`src/rtl/timer_dev_pkg.sv`:
```
// Register map, CTRL field positions, mode codes and FSM state encoding shared
// by the timer and the CPU/bridge side that programs it.
package timer_dev_pkg;

  localparam int unsigned DATA_W = 32;
  localparam int unsigned CTRL_W = 4;

  localparam logic [1:0] ADDR_CTRL   = 2'd0;
  localparam logic [1:0] ADDR_PRESET = 2'd1;
  localparam logic [1:0] ADDR_COUNT  = 2'd2;

  localparam int unsigned CTRL_EN_BIT   = 0;
  localparam int unsigned CTRL_MODE_LSB = 1;
  localparam int unsigned CTRL_MODE_MSB = 2;
  localparam int unsigned CTRL_IM_BIT   = 3;

  // Only 01 reloads; 00 and both 1x codes run as one-shot.
  localparam logic [1:0] MODE_AUTO_RELOAD = 2'b01;

  typedef enum logic [1:0] {
    ST_IDLE = 2'd0,
    ST_LOAD = 2'd1,
    ST_CNT  = 2'd2,
    ST_INT  = 2'd3
  } state_e;

  function automatic logic isAutoReload(input logic [1:0] mode);
    return (mode == MODE_AUTO_RELOAD);
  endfunction

endpackage

```
`src/rtl/timer_dev.sv`:
```
// Memory-mapped programmable down-counter timer: CTRL/PRESET/COUNT window with
// one-shot (held interrupt) and auto-reload (one-cycle pulse) modes.
module timer_dev
  import timer_dev_pkg::*;
(
  input  logic              clk,
  input  logic              reset,
  input  logic [1:0]        addr,
  input  logic              we,
  input  logic [DATA_W-1:0] wd,
  output logic [DATA_W-1:0] rd,
  output logic              irq
);

  state_e              state_q, state_d;
  logic [CTRL_W-1:0]   ctrl_q, ctrl_d;
  logic [DATA_W-1:0]   preset_q, preset_d;
  logic [DATA_W-1:0]   count_q, count_d;
  logic                irqFlag_q, irqFlag_d;

  logic                ctrlEn;
  logic                ctrlIm;
  logic [1:0]          ctrlMode;
  logic                ctrlWrite;
  logic                presetWrite;

  logic                hwLoad;
  logic                hwDec;
  logic                hwExpire;
  logic                hwClrEn;
  logic                hwClrFlag;

  assign ctrlEn      = ctrl_q[CTRL_EN_BIT];
  assign ctrlIm      = ctrl_q[CTRL_IM_BIT];
  assign ctrlMode    = ctrl_q[CTRL_MODE_MSB:CTRL_MODE_LSB];
  assign ctrlWrite   = we && (addr == ADDR_CTRL);
  assign presetWrite = we && (addr == ADDR_PRESET);

  // Sequencing uses the registered CTRL value, so a mode change made while
  // counting is only seen once the count expires.
  always_comb begin
    state_d   = state_q;
    hwLoad    = 1'b0;
    hwDec     = 1'b0;
    hwExpire  = 1'b0;
    hwClrEn   = 1'b0;
    hwClrFlag = 1'b0;
    unique case (state_q)
      ST_IDLE: begin
        if (ctrlEn) begin
          state_d = ST_LOAD;
        end
      end
      ST_LOAD: begin
        hwLoad  = 1'b1;
        state_d = ST_CNT;
      end
      ST_CNT: begin
        if (!ctrlEn) begin
          state_d = ST_IDLE;
        end else if (count_q > 32'd1) begin
          hwDec = 1'b1;
        end else begin
          hwExpire = 1'b1;
          state_d  = ST_INT;
        end
      end
      ST_INT: begin
        if (isAutoReload(ctrlMode)) begin
          hwClrFlag = 1'b1;
          state_d   = ST_LOAD;
        end else begin
          hwClrEn = 1'b1;
          state_d = ST_IDLE;
        end
      end
      default: state_d = ST_IDLE;
    endcase
  end

  always_ff @(posedge clk or negedge reset) begin
    if (!reset) begin
      state_q <= ST_IDLE;
    end else begin
      state_q <= state_d;
    end
  end

  // CPU writes are applied last so they override any same-cycle hardware
  // update to EN or the interrupt flag.
  always_comb begin
    ctrl_d    = ctrl_q;
    preset_d  = preset_q;
    irqFlag_d = irqFlag_q;
    if (hwClrEn) begin
      ctrl_d[CTRL_EN_BIT] = 1'b0;
    end
    if (hwExpire) begin
      irqFlag_d = 1'b1;
    end
    if (hwClrFlag) begin
      irqFlag_d = 1'b0;
    end
    if (ctrlWrite) begin
      ctrl_d    = wd[CTRL_W-1:0];
      irqFlag_d = 1'b0;
    end
    if (presetWrite) begin
      preset_d  = wd;
      irqFlag_d = 1'b0;
    end
  end

  always_ff @(posedge clk or negedge reset) begin
    if (!reset) begin
      ctrl_q    <= '0;
      preset_q  <= '0;
      irqFlag_q <= 1'b0;
    end else begin
      ctrl_q    <= ctrl_d;
      preset_q  <= preset_d;
      irqFlag_q <= irqFlag_d;
    end
  end

  // Expiry forces zero, which also makes a PRESET of 0 time exactly like 1.
  always_comb begin
    count_d = count_q;
    if (hwLoad) begin
      count_d = preset_q;
    end else if (hwDec) begin
      count_d = count_q - 32'd1;
    end else if (hwExpire) begin
      count_d = '0;
    end
  end

  always_ff @(posedge clk or negedge reset) begin
    if (!reset) begin
      count_q <= '0;
    end else begin
      count_q <= count_d;
    end
  end

  always_comb begin
    rd = '0;
    case (addr)
      ADDR_CTRL:   rd = {{(DATA_W-CTRL_W){1'b0}}, ctrl_q};
      ADDR_PRESET: rd = preset_q;
      ADDR_COUNT:  rd = count_q;
      default:     rd = '0;
    endcase
  end

  assign irq = ctrlIm & irqFlag_q;

endmodule

```
`config.mk`:
```
export PLATFORM = sky130hd
export DESIGN_NAME = timer_dev
export DESIGN_NICKNAME = d
export VERILOG_FILES = /design/src/rtl/timer_dev_pkg.sv /design/src/rtl/timer_dev.sv
export SDC_FILE = /design/constraint.sdc
export NUM_CORES = 1
export LEC_CHECK = 0
export CORE_UTILIZATION = 39
export CTS_BUF_LIST = sky130_fd_sc_hd__clkbuf_8
export DETAILED_ROUTE_END_ITERATION = 8
export GPL_TIMING_DRIVEN = 0
export PLACE_DENSITY_LB_ADDON = 0.3
export SLEW_MARGIN = 20
export SYNTH_ARGS = -nofsm -noshare
export SYNTH_HDL_FRONTEND = slang
export SYNTH_SLANG_ARGS = --single-unit
```
`constraint.sdc`:
```
create_clock -name clk -period 4.71 [get_ports clk]
set_input_delay 1.413 -clock clk [delete_from_list [all_inputs] [get_ports clk]]
set_output_delay 1.413 -clock clk [all_outputs]
set_load 0.05 [all_outputs]
```
== After elaboration in Yosys (flattened, before gate mapping) ==
Cells that the tools add are included.

* Word-level logic and storage cells: 51
* Output and inout port bits: 33
* Bits of input ports: 37
* Register bits after elaboration: 71

* Reductions and logical operators: 8
* Order comparisons: 1
* Bitwise gates (word level): 1
* Add/subtract/negate cells: 1
* Multiplexer cells: 26
* Equality and inequality tests: 8

{| class="wikitable"
|+ Operator list
! operator !! count
|-
| $mux 32 || 3
|-
| $pmux 32 s3 || 1
|-
| $gt 32x1->1 const B || 1
|-
| $sub 32x1->32 const B || 1
|-
| $mux 1 || 18
|-
| $pmux 2 s4 || 1
|-
| $eq 2x1->1 const B || 3
|-
| $eq 2x2->1 const B || 3
|-
| $mux 2 || 3
|-
| $logic_not 2->1 || 2
|-
| $reduce_bool 4->1 || 1
|-
| $ne 3x3->1 const B || 1
|-
| $reduce_bool 3->1 || 1
|-
| $logic_and 1x1->1 || 2
|-
| $ne 2x2->1 const B || 1
|-
| $reduce_and 2->1 || 1
|-
| $reduce_bool 2->1 || 1
|-
| $and 1x1->1 || 1
|}

== Logic depth before layout (Yosys ltp) ==
* Word-level depth: 8
* Mapped depth: 8
* Depth with buffers taken out: 7

== Least setup slack after synthesis ==
OpenSTA, ideal clock, no wires.

* Kind: input to output
* From: input port addr[1]
* To: output port rd[13]
* Buffers on the path: 3
* Data required time: 3.297 ns
* Arrival: 2.894 ns
* Slack: 0.403 ns
* Cell stages on the path: 5
* Cells stage by stage: clkbuf_1 nor2b_1 clkbuf_1 buf_1 a22o_1

* Longest elaborated chain between the ends: 2
* Elaborated cells on any way between the ends: 4

{| class="wikitable"
|+ Ends and longest elaborated chain
! item !! line !! source
|-
| start: declaration || timer_dev.sv:8 || <nowiki>input logic [1:0] addr,</nowiki>
|-
| $eq 2x2->1, or another cell as far along || timer_dev.sv:148 || <nowiki>case (addr)</nowiki>
|-
| $pmux 32 s3 * || timer_dev.sv:148 ||
|-
| end: declaration || timer_dev.sv:11 || <nowiki>output logic [DATA_W-1:0] rd,</nowiki>
|}

Every way passes the cells marked *; elsewhere a longest branch is shown, timed or not.

== Worst setup path in the final report ==
* From: input port addr[0]
* To: output port rd[24]

Same word-level chain as after synthesis.

==> out/metrics.cfg <==
[status]
outcome=finished clean

[yosys]
synth.distinct_cells=51
syn_inst=371
ys_warn_count=0
syn_avg_cell_area_um2=10.43
synth_area_leaders=dfrtp_1 (46%), mux2_2 (10%), a22o_1 (6.3%), a221o_1 (3.4%), o21ai_0 (3.2%)
synth_edf_count=0
ys_seq_area_share_pct=45.90
synth_area_leader_cell=dfrtp_1
ys_ff_latch=71
async_flop_share_pct=100.0
syn_nets=410
synth_top_area_share_pct=45.90
syn_area_mm2=0.003871
ys.flop_type=dfrtp_1

[global_routing]
grt_util_all_layers_pct=23.74
grt_pass1_wl_mm=18.24
antenna_found_initial=0
grt_max_degree=45
grt-ovfl-total=0
grt_pass1_vias=3352

[pwr]
power.internal_mw=1.582
seq_power_share_pct=37.5
p_comb_share_pct=42.9
power_density_mw_per_mm2=555.1
power_switching_mw=1.180
switching_share_pct=42.72
p_leak_nw=2.018
clkPwrFrac_pct=19.7
peakVddDrop_mv=0.2539

[cts]
cts_sinks=71
clk_latency_ns=0.35
cts_setup_buffers=0
cts.clk_slew.worst_paths_ns=0.07
holdBufCountCts=0
tritoncts=built
cts.root.buffer_cell=clkbuf_8
clockBufferDepth=2
cts_made_buffers=9
cts.htree.levels=3

[layout]
area_delta_synth_final_pct=28.51
fin_cells=585
post-route-util_pct=52.84
nets=490
drive_gt1_share_pct=21.93
n_antenna_cell=0
fill_cells=875

[floorplan]
die_h_um=101.6
pin_count=70
die_w_um=101.6
start_util_pct=41.12
num_rows=35
die_area_mm2=0.01033
coreArea_mm2=0.009415

[routing]
drt_iter0_drc=200
routed_via_density=5.885
drt_pass1_iterations=4
avgRoutedWirePerCell_um=19.49
antenna_left=0
drc=0
vias=3443
wl_mm=11.40

[critical_path]
worstPathArrival_ns=3.21
r2r_slack_ns=1.41
critPathCaptureType=output pin
crit_path_max_fanout=10
crit_type=in2out
required_ns=3.30
crit_path_start_kind=primary input

[sta]
slew_headroom_pct=30.81
finalCritPeriodShare_pct=98.11
setup_ws_ns=0.08905
period_needed_ns=4.621
hold_violations=0
tns_ns=0
final_max_slew_viol_count=0
rsz0062_at_grt=no
tightest_slew_ns=1.028
max_freq_ghz=0.2164
setup_viol=0
fin_worst_skew_ns=0.01149

[placed_design]
placed_cells=569
port_buffers=68
place.gp.congestion=0.8734
post-place-ws_ns=-1.051
hpwl_mm=8.101

[min_path]
worst_hold_path_type=reg2reg

[flow_run]
cap_violations=0

## path summary, 6_finish.rpt
check,from,endpoint,cells past startpoint
min reg2reg,preset_q[10],preset_q[10],1
max in group asynchronous,reset,count_q[19],2
min in group asynchronous,reset,preset_q[1],1
max,addr[0],rd[24],6
max reg2reg,count_q[14],count_q[29],7
min,preset_q[10],preset_q[10],1
## synthesized netlist by cell type, drive strengths merged (5+ instances only)
cell type / n
dfrtp: 71
mux2: 35
a22o: 29
o21ai: 25
nand2: 19
nor3: 19
clkbuf: 16
a22oi: 15
nor2: 14
a221o: 13
nand3: 11
nor4: 11
buf: 9
or3: 7
or4: 7
a21oi: 6
nor2b: 6
nand4: 5
xnor2: 5
## flip-flops by register name, summed over array words and instances, names as in the netlist
register,count
count_q,32
state_q,2
irqFlag_q,1
preset_q,32
ctrl_q,4
## routing by layer
layer  GRT usage (%)  share of wire, %
met5               0                 0
met4           8.361               1.9
met3           4.900               7.8
met2           36.80                47
met1           32.91                43
## layout make-up
cell class,count,area (um^2),share of cell area (%)
flip-flops and latches,71,1777,35.71
clock inverters,6,83.83,1.685
repair buffers,69,696.9,14.01
clock buffers,10,137.6,2.767
inverters,4,15.01,0.3018
well taps,129,161.4,3.244
plain buffers,26,138.9,2.792
multi-input cells,270,1964,39.49
## power groups by stage
stage | registers, mW | logic [mW] | clock network, mW
after global routing | 1.07 | 1.29 | 0.579
final | 1.03 | 1.18 | 0.543
after global placement | 1.03 | 1.18 | 0
after detailed placement | 1.04 | 1.20 | 0
after floorplan | 0.972 | 0.863 | 0
after CTS | 1.03 | 1.19 | 0.552
## cell usage in the layout, fill, tap and decap left out, types with 6 or more instances in the layout
cell / count
dfrtp_1: 71
clkdlybuf4s50_1: 35
buf_2: 9
a22o_1: 28
or3_1: 7
nor2_1: 14
mux2_2: 35
a21oi_1: 6
clkdlybuf4s15_2: 19
nor3_1: 19
a221o_1: 13
nor4_1: 10
nand2_1: 19
clkbuf_1: 11
a22oi_1: 15
o21ai_0: 25
nor2b_1: 6
clkbuf_8: 10
nand3_1: 11
## per-stage QoR
stage / hold slack (ns) / power (mW) / instance area, um^2
2_1_floorplan: 0.4761 / 1.836 / 3871
3_3_place_gp: 0.5140 / 2.210 / 4713
3_5_place_dp: 0.5257 / 2.237 / 4738
4_1_cts: 0.5424 / 2.773 / 5016
5_1_grt: 0.5557 / 2.932 / 4975
6_report: 0.5368 / 2.762 / 4975
## cells by family after synthesis
family,after synthesis,synth area share (%)
adders and majority gates,2,0.6463
and+or+nand+nor,114,16.29
muxes,39,11.22
buffers and inverters,30,3.361
AOI/OAI and AO/OA,109,21.24
xor gates and xnor gates,6,1.357
DFF,71,45.90
## critical path: stages
cell,delay [ns]
clkdlybuf4s50_1,0.60
nor2b_1,0.16
clkbuf_2,0.20
clkbuf_4,0.29
a22o_1,0.18
clkdlybuf4s18_2,0.37
## timing repair
| item | 4_1_cts | 5_1_grt |
|---|---|---|
| cloned | 0 | 0 |
| endpoints found under the setup margin | 32 | 16 |
| resized for setup | 108 | 18 |
No activity file was read; power rests on OpenSTA's default activity.
